===== src/rtl/cs_measure.sv =====
// Compressive-sensing measurement stage: buffers one frame of N samples, then
// streams M signed 16-bit projections onto a +/-1 LFSR-generated matrix, MSB first.
module cs_measure #(
  parameter int          N    = 64,
  parameter int          M    = 16,
  parameter logic [15:0] SEED = 16'hACE1
) (
  input  logic       clk,
  input  logic       rst_n,
  input  logic       in_valid,
  input  logic [7:0] in_data,
  output logic       in_ready,
  output logic       out_valid,
  output logic [7:0] out_data,
  input  logic       out_ready,
  output logic       busy,
  output logic       frame_done
);

  localparam int          KW     = $clog2(N);
  localparam int          MW     = (M > 1) ? $clog2(M) : 1;
  localparam logic [15:0] MASK   = 16'hB400;
  localparam logic [KW-1:0] K_LAST = KW'(N - 1);
  localparam logic [MW-1:0] M_LAST = MW'(M - 1);

  typedef enum logic [1:0] {ST_LOAD, ST_COMPUTE, ST_EMIT_HI, ST_EMIT_LO} state_t;

  state_t        state_q, state_d;
  logic [KW-1:0] k_q, k_d;
  logic [MW-1:0] m_q, m_d;
  logic [15:0]   acc_q, acc_d;
  logic [15:0]   lfsr_q, lfsr_d;
  logic [7:0]    out_data_q, out_data_d;
  logic          out_valid_q, out_valid_d;
  logic          frame_done_q, frame_done_d;

  logic [7:0]    smp_mem [N];
  logic          smp_we;
  logic [15:0]   smp_ext;
  logic [15:0]   acc_sum;
  logic [15:0]   lfsr_next;

  always_comb begin
    state_d      = state_q;
    k_d          = k_q;
    m_d          = m_q;
    acc_d        = acc_q;
    lfsr_d       = lfsr_q;
    out_data_d   = out_data_q;
    frame_done_d = 1'b0;
    smp_we       = 1'b0;

    lfsr_next = {1'b0, lfsr_q[15:1]} ^ (lfsr_q[0] ? MASK : 16'h0000);
    smp_ext   = {8'h00, smp_mem[k_q]};
    acc_sum   = lfsr_q[0] ? (acc_q + smp_ext) : (acc_q - smp_ext);

    case (state_q)
      ST_LOAD: begin
        if (in_valid) begin
          smp_we = 1'b1;
          if (k_q == K_LAST) begin
            k_d     = '0;
            m_d     = '0;
            acc_d   = '0;
            lfsr_d  = SEED;
            state_d = ST_COMPUTE;
          end else begin
            k_d = k_q + 1'b1;
          end
        end
      end
      ST_COMPUTE: begin
        acc_d  = acc_sum;
        lfsr_d = lfsr_next;
        if (k_q == K_LAST) begin
          k_d        = '0;
          out_data_d = acc_sum[15:8];
          state_d    = ST_EMIT_HI;
        end else begin
          k_d = k_q + 1'b1;
        end
      end
      ST_EMIT_HI: begin
        if (out_ready) begin
          out_data_d = acc_q[7:0];
          state_d    = ST_EMIT_LO;
        end
      end
      ST_EMIT_LO: begin
        if (out_ready) begin
          out_data_d = 8'h00;
          if (m_q == M_LAST) begin
            m_d          = '0;
            lfsr_d       = SEED;
            frame_done_d = 1'b1;
            state_d      = ST_LOAD;
          end else begin
            // LFSR keeps running so the next row draws fresh matrix bits
            m_d     = m_q + 1'b1;
            acc_d   = '0;
            state_d = ST_COMPUTE;
          end
        end
      end
      default: state_d = ST_LOAD;
    endcase

    out_valid_d = (state_d == ST_EMIT_HI) || (state_d == ST_EMIT_LO);
  end

  always_ff @(posedge clk or negedge rst_n) begin
    if (!rst_n) begin
      state_q      <= ST_LOAD;
      k_q          <= '0;
      m_q          <= '0;
      acc_q        <= '0;
      lfsr_q       <= SEED;
      out_data_q   <= '0;
      out_valid_q  <= 1'b0;
      frame_done_q <= 1'b0;
    end else begin
      state_q      <= state_d;
      k_q          <= k_d;
      m_q          <= m_d;
      acc_q        <= acc_d;
      lfsr_q       <= lfsr_d;
      out_data_q   <= out_data_d;
      out_valid_q  <= out_valid_d;
      frame_done_q <= frame_done_d;
    end
  end

  // Sample buffer needs no reset: every entry is rewritten before COMPUTE reads it
  always_ff @(posedge clk) begin
    if (smp_we) smp_mem[k_q] <= in_data;
  end

  assign in_ready   = (state_q == ST_LOAD);
  assign busy       = (state_q != ST_LOAD);
  assign out_valid  = out_valid_q;
  assign out_data   = out_data_q;
  assign frame_done = frame_done_q;

endmodule


===== config.mk =====
export PLATFORM = sky130hd
export DESIGN_NAME = cs_measure
export DESIGN_NICKNAME = d
export VERILOG_FILES = /design/src/rtl/cs_measure.sv
export SDC_FILE = /design/constraint.sdc
export NUM_CORES = 1
export LEC_CHECK = 0
export CORE_MARGIN = 3
export CORE_UTILIZATION = 57
export CTS_CLUSTER_DIAMETER = 150
export CTS_CLUSTER_SIZE = 12
export DETAILED_ROUTE_END_ITERATION = 10
export PLACE_DENSITY_LB_ADDON = 0.2
export SLEW_MARGIN = 25
export SYNTH_ARGS = -nofsm -noshare
export SYNTH_HDL_FRONTEND = slang
export SYNTH_SLANG_ARGS = --single-unit

===== constraint.sdc =====
create_clock -name clk -period 5.1 [get_ports clk]
set_input_delay 0.51 -clock clk [delete_from_list [all_inputs] [get_ports clk]]
set_output_delay 0.51 -clock clk [all_outputs]
set_load 0.1 [all_outputs]

==> results of run 1 <==
-- worst min-delay path by stage --
stage | from | endpoint | cells after the start
2_1_floorplan | rst_n | acc_q[0] | 0
3_3_place_gp | out_data[5] | out_data[5] | 2
3_5_place_dp | out_data[5] | out_data[5] | 2
4_1_cts | rst_n | acc_q[9] | 2
5_1_grt | rst_n | acc_q[9] | 2
6_report | rst_n | acc_q[12] | 2
-- critical path: cells and delay by family, from the launching register on --
family / cells / cell delay, ns
AOI/OAI and AO/OA: 11 / 2.43
xor gates and xnor gates: 1 / 0.17
adders and majority gates: 1 / 0.34
buffers and inverters: 5 / 0.81
DFF: 1 / 0.52
muxes: 1 / 0.15
and+or+nand+nor: 3 / 0.63
-- metrics by stage --
| step | worst slack [ns] | TNS, ns | std cells | util | hold WS [ns] |
|---|---|---|---|---|---|
| 2_1_floorplan | 0.298 | 0 | 1451 | - | 0.214 |
| 3_5_place_dp | -0.211 | -0.911 | 2070 | 0.630 | 0.482 |
| 5_1_grt | -0.137 | -0.416 | 2170 | 0.686 | 0.123 |
| 6_report | -0.0735 | -0.117 | 2170 | 0.686 | 0.0627 |
| 3_3_place_gp | -0.233 | -0.659 | 2070 | 0.630 | 0.468 |
| 4_1_cts | 0.0237 | 0 | 2151 | 0.670 | 0.0634 |
-- layer usage --
metal  wire length (um)  vias to the layer above  global-route usage
li1                   -                     6155                   -
met1              25500                     7426               0.426
met2              29400                      865               0.434
met3               6840                      156              0.0616
met4               2410                        0              0.0901
met5                  0                        -                   0
-- layout make-up --
class / count / share of cell area
tap: 525 / 0.0238
timing repair buffer: 209 / 0.0730
multi-input combinational: 776 / 0.241
sequential: 566 / 0.607
clock inverter: 2 / 0.000998
inverter: 18 / 0.00245
clock buffer: 74 / 0.0517
-- repair_timing --
item / 4_1_cts / 5_1_grt
hold endpoints to repair: 0 / 0
gates cloned: 1 / 7
resized for setup: 26 / 93
pin swaps: 4 / 39
setup buffers: 4 / 12
setup endpoints to repair: 7 / 13
-- kinds of logic (layout without fill, tap and decap cells) --
logic type,after synthesis,after routing,synth area share
flip-flops,566,566,0.713
AO/OA/AOI/OAI,313,313,0.0967
AND/OR/NAND/NOR,277,277,0.0576
multiplexers,141,141,0.0890
buffers and inverters,109,303,0.0227
adder cells (fa/ha/maj),23,23,0.0126
XOR/XNOR,22,22,0.00879
-- layout by cell type (no fill, tap or decap), types with 6 or more instances in the layout --
cell,count
a21oi_1,39
o22a_1,14
o21ai_1,6
a22oi_1,36
xnor2_1,15
or3b_2,9
a22oi_2,6
clkbuf_16,60
o22ai_1,30
edfxtp_1,512
buf_12,21
nor2b_1,7
nor2_2,6
clkdlybuf4s50_1,14
a21oi_2,9
buf_4,150
a221oi_1,28
nor2_1,117
mux2_2,14
nand3_1,15
dfstp_2,8
inv_1,16
o21ai_0,35
a221oi_2,11
mux2i_1,68
nor3_1,10
a221o_1,10
nand2_1,54
and3_1,10
mux4_2,51
clkbuf_1,20
xor2_1,6
buf_2,8
ha_1,19
dfrtp_1,43
a22o_1,18
-- Yosys cell counts, drive strengths merged (3+ instances only) --
master and count:
edfxtp 512, nor2 124, mux2i 73, buf 56, nand2 55, mux4 52, a21oi 48, dfrtp 46
o21ai 46, a22oi 42, a221oi 41, clkbuf 35, o22ai 32, ha 22, a22o 18, inv 17
mux2 16, nand3 15, xnor2 15, o22a 14, nor3 12, a221o 10, and3 10, a211oi 9
or3b 9, dfstp 8, nor2b 8, nand2b 7, xor2 6, and2 5, nor3b 5, o211ai 5
o32ai 5, or3 5, o221ai 4, a2111oi 3, a21o 3, a2bb2oi 3, and3b 3, nand3b 3
nand4 3, o2111ai 3, o21a 3, o41ai 3
-- sequential cells by signal (all words and copies together), names as in the netlist --
signal      flops
smp_mem       512
out_data        8
k_q             6
acc_q          16
state_q         2
out_valid       1
frame_done      1
lfsr_q         16
m_q             4
-- power by group --
group	switching [mW]	total [mW]	leakage, nW	internal (mW)
Sequential	0.320	5.70	5.25	5.38
Combinational	5.02	9.18	3.46	4.16
Clock	1.60	3.52	0.702	1.92
==> flow_summary_export.csv, run 1 <==
group,metric,value,unit
worst_setup_path,rr_endpoint,"acc_q[15]",
floorplan,initial_core_util,0.584,
clocking,cts_hold_buffers,0,
cells_and_area,nNetsFinal,1659,
synthesis,synth_edf_count,512,
grt,grt_pass1_vias,13900,
clocking,cts_buffers,53,
timing,skew,0.0212,ns
clocking,cts_root_buffer,"clkbuf_16",
worst_setup_path,worst-path-max-fanout,11,
floorplan,fp.dieW,209,um
floorplan,ioPinCount,24,
synthesis,synth_area_leader_cell,"edfxtp_1",
cells_and_area,diodes,0,
clocking,clock-sinks,566,
placed_design,placed_area,25300,um2
timing,slew_violations,0,
grt,grt_max_degree,65,
placed_design,dp_hpwl,40000,um
hold_path,hold_path.class,"in -> async",
clocking,ctsLongestPathBuffers,3,
timing,period_share,1.01,
route,ant_nets,0,
cells_and_area,multiInputGateArea,6650,um2
route,drtPass1Iterations,5,
worst_setup_path,required,5.59,ns
worst_setup_path,crit_start,"k_q[2]",
synthesis,synthCells,1451,
route,dr_total_vias,14600,
synthesis,synthTopCellsByArea,"edfxtp_1, dfrtp_1, mux4_2",
route,viasPerCell,6.73,
clocking,clk_latency,0.60,ns
power,ir_drop,0.340,mV
worst_setup_path,slowest_stage,"dfrtp_4",
power,power_density,667,nW/um2
clocking,clk_pin_slew_worst_paths,0.07,ns
worst_setup_path,worstSetupPathType,"reg -> reg",
worst_setup_path,r2r_cells,22,
synthesis,async_flop_share,0.0954,
run,cap_violations,0,
worst_setup_path,arrival,5.66,ns
synthesis,synth_seq_cells,566,
synthesis,yosysWarnings,0,
grt,grt_pass1_wl,92800,um
cells_and_area,seq_area,16700,um2
synthesis,synth_ff_type,"edfxtp_1",
power,p_leak,9.42,nW
worst_setup_path,cp-start-kind,"flip-flop",
route,drt-wirelength-per-cell,29.6,um
placed_design,io_buffers,23,
floorplan,core,40200,um2
placed_design,routabilityCongestion,1.00,
clocking,cts_tree,"built",
floorplan,fp.dieArea,43700,um2
worst_setup_path,ff2ff_setup_slack,-0.07,ns
worst_setup_path,slowest_delay,0.52,ns
worst_setup_path,crit_path_end_kind,"flip-flop",
worst_setup_path,crit_end,"acc_q[15]",
cells_and_area,nFillCells,2636,
timing,setup_violations,2,
grt,grt_overflow,0,
timing,fmax,193,MHz
route,remaining_drc_errors,0,
synthesis,synth_seq_area_share,0.713,
grt,grt_usage,0.287,
synthesis,synth_top_cell_area_share,0.655,
synthesis,syn_nets,1486,
synthesis,synth.avg_cell_area,16.2,um2
clocking,htreeDepth,2,
timing,tightestPinTransition,1.03,ns
timing,relSlewSlack,0.316,
timing,setup_ws,-0.0735,ns
synthesis,synthesis.area,23500,um2
worst_setup_path,r2r_start,"k_q[2]",
status,status,"finished, violations left",
cells_and_area,syn2layout_area_growth,17.5,%
timing,post-route-min-period,5.17,ns
grt,antenna_found_initial,0,
timing,hold_viol,0,
floorplan,die_h,209,um
cells_and_area,fin_area,27600,um2
worst_setup_path,crit_chain,"buf_12 > buf_4 > buf_12 > mux2i_1 > o22a_1 > o22ai_1 > a222oi_1 > o2111ai_1 > buf_4 > buf_4 > nor3b_4 > a21oi_2 > xor2_1 > ha_1 > a211oi_2 > o211ai_1 > o211ai_1 > o221ai_2 > a311o_1 > and3_1 > or2_4 > o311ai_2",
floorplan,num_rows,73,
cells_and_area,drive_above_1_share,0.258,
worst_setup_path,cpMostUsedCell,"buf_4",
status,violations,"setup timing",
route,drtIter0Drc,1764,
route,wirelength,64200,um
power,finalPower,18.4,mW
synthesis,yosysUniqueCellTypes,81,
timing,rsz0062_at_grt,"yes",
Note: power is estimated with default switching activity, not from simulation.
==> run 2, diff against run 1 <==
--- a/config.mk
+++ b/config.mk
@@ -5,8 +5,10 @@
 export SDC_FILE = /design/constraint.sdc
 export NUM_CORES = 1
 export LEC_CHECK = 0
+export CELL_PAD_IN_SITES_DETAIL_PLACEMENT = 1
+export CELL_PAD_IN_SITES_GLOBAL_PLACEMENT = 2
 export CORE_MARGIN = 3
-export CORE_UTILIZATION = 57
+export CORE_UTILIZATION = 43
 export CTS_CLUSTER_DIAMETER = 150
 export CTS_CLUSTER_SIZE = 12
 export DETAILED_ROUTE_END_ITERATION = 10
==> flow_summary_export.csv, run 2 (synthesized netlist as in run 1, its figures left out) <==
group,metric,value,unit
worst_setup_path,critPathTopFamily,"compound AO/OA/AOI/OAI gates",
route,dr_total_vias,14400,
route,drt-wirelength-per-cell,29.4,um
grt,grt_pass1_vias,14600,
worst_setup_path,cp_num_cells,21,
placed_design,dp_cells,2282,
cells_and_area,diodes,0,
cells_and_area,largest_register,"smp_mem",
clocking,htreeDepth,2,
clocking,cts_hold_buffers,0,
route,met3WireLength,4410,um
route,drtPass1Iterations,5,
status,violations,"setup timing",
worst_setup_path,required,5.57,ns
placed_design,placed_area,25800,um2
clocking,clk_latency,0.62,ns
worst_setup_path,critPathBufInv,4,
cells_and_area,largest_reg_flops,512,
cells_and_area,seq_area,16700,um2
worst_setup_path,worst-path-max-fanout,7,
route,dr_wl_met2,33500,um
timing,rsz0062_at_grt,"yes",
clocking,cts_tree,"built",
worst_setup_path,crit_chain,"buf_6 > and2_4 > buf_12 > a221oi_4 > o21ai_4 > a222oi_1 > o2111ai_1 > buf_4 > nor4b_4 > and3b_1 > ha_1 > nor2_1 > a21oi_1 > ha_1 > nand3_1 > o221ai_2 > a311o_1 > and3_4 > buf_6 > o211ai_1 > o311ai_4",
timing,skew,0.0361,ns
floorplan,fp.dieW,240,um
cells_and_area,syn2layout_area_growth,18.6,%
route,maxUsedRoutingLayer,"met5",
clocking,cts_root_buffer,"clkbuf_16",
power,ir_drop,0.319,mV
cells_and_area,fin_area,27900,um2
timing,period_share,1.02,
timing,post-route-min-period,5.22,ns
floorplan,fp.dieArea,57500,um2
worst_setup_path,crit_path_end_kind,"flip-flop",
timing,setup_ws,-0.116,ns
worst_setup_path,r2r_cells,21,
power,power_density,671,nW/um2
clocking,clk_pin_slew_worst_paths,0.07,ns
timing,whs,0.0380,ns
floorplan,core,53900,um2
timing,tightestPinTransition,1.02,ns
timing,fmax,192,MHz
placed_design,routabilityCongestion,0.908,
cells_and_area,nFillCells,5030,
cells_and_area,final_common_cell,"edfxtp_1",
cells_and_area,top_regs,"smp_mem: 512 flops, acc_q: 16 flops, lfsr_q: 16 flops",
route,wirelength,70200,um
cells_and_area,drive_above_1_share,0.266,
cells_and_area,final_cells,2389,
power,p_leak,9.55,nW
grt,antenna_found_initial,1,
grt,grt_usage,0.247,
status,status,"finished, violations left",
route,drtIter0Drc,1617,
timing,relSlewSlack,0.314,
route,remaining_drc_errors,0,
grt,grt_max_degree,65,
hold_path,hold_path.class,"in -> async",
grt,grt_overflow,0,
worst_setup_path,slowest_stage,"a222oi_1",
worst_setup_path,slowest_delay,0.58,ns
worst_setup_path,cp-start-kind,"flip-flop",
cells_and_area,nNetsFinal,1705,
clocking,cts_buffers,53,
route,wl_met1,30600,um
worst_setup_path,arrival,5.69,ns
clocking,clock-sinks,566,
floorplan,die_h,240,um
floorplan,ioPinCount,24,
run,cap_violations,0,
timing,slew_violations,0,
route,ant_nets,0,
route,viasPerCell,6.01,
timing,setup_violations,5,
timing,hold_viol,0,
worst_setup_path,worstSetupPathType,"reg -> reg",
placed_design,io_buffers,23,
placed_design,dp_hpwl,46600,um
clocking,ctsLongestPathBuffers,3,
cells_and_area,multiInputGateArea,6560,um2
cells_and_area,final_cell_mix,"edfxtp_1, buf_4, nor2_1, mux2i_1, nand2_1",
grt,grt_pass1_wl,103000,um
floorplan,initial_core_util,0.436,
floorplan,num_rows,85,
## run 2: changes by cell type in the layout (fill, tap and decap cells not counted), sizes merged
cell | previous run | this run
clkbuf | 81 | 74
buf | 188 | 241
clkinv | 2 | 3
inv | 18 | 19
## run 2: final timing paths
| check | startpoint | to | slack [ns] |
|---|---|---|---|
| worst min register to register | out_data[6] | out_data[6] | 0.48 |
| max in group asynchronous | rst_n | k_q[1] | 4.46 |
| worst min-delay path | rst_n | acc_q[4] | 0.04 |
| worst max-delay path | k_q[0] | acc_q[15] | -0.12 |
| min in group clk | out_data[6] | out_data[6] | 0.48 |
| worst max register to register | k_q[0] | acc_q[15] | -0.12 |
## run 2: area by class of cell
class | count | area share
clock buffers | 74 | 0.0504
flip-flops and latches | 566 | 0.601
well taps | 696 | 0.0313
clock inverters | 4 | 0.00189
multi-input cells | 776 | 0.235
repair buffers | 255 | 0.0774
inverters | 18 | 0.00243
## run 2: stage by stage
step / total power, mW / worst slack, ns / utilization / setup TNS, ns
floorplan: 10.5 / 0.298 / - / 0
global placement: 14.1 / -0.339 / 0.478 / -2.18
detailed placement: 14.2 / -0.349 / 0.478 / -2.23
CTS: 18.3 / 0.0104 / 0.512 / 0
global route: 19.6 / -0.254 / 0.517 / -1.65
finish: 18.7 / -0.116 / 0.517 / -0.255
## run 2: timing repair
item	4_1_cts	5_1_grt
gates resized for setup	58	35
setup endpoints to repair	11	14
buffers inserted	17	14
pin swaps	25	26
## run 2: worst reg2reg max path, delay by kind of cell (launching register included)
family / cells / cell delay [ns]
and+or+nand+nor: 6 / 1.07
adders and majority gates: 2 / 0.59
buffers and inverters: 4 / 0.61
AOI/OAI and AO/OA: 9 / 2.30
DFF: 1 / 0.53
## run 2: report_power, final
| group | internal (mW) | switching, mW | leakage [nW] |
|---|---|---|---|
| Clock | 1.90 | 1.67 | 0.702 |
| Sequential | 5.38 | 0.288 | 5.25 |
| Combinational | 4.32 | 5.14 | 3.59 |
| Total | 11.6 | 7.10 | 9.55 |
## run 2: routing by layer
layer,vias to the layer above,GRT usage
li1,6231,-
met1,7498,0.359
met4,2,0.0643
met2,531,0.394
met5,-,0
met3,92,0.0332
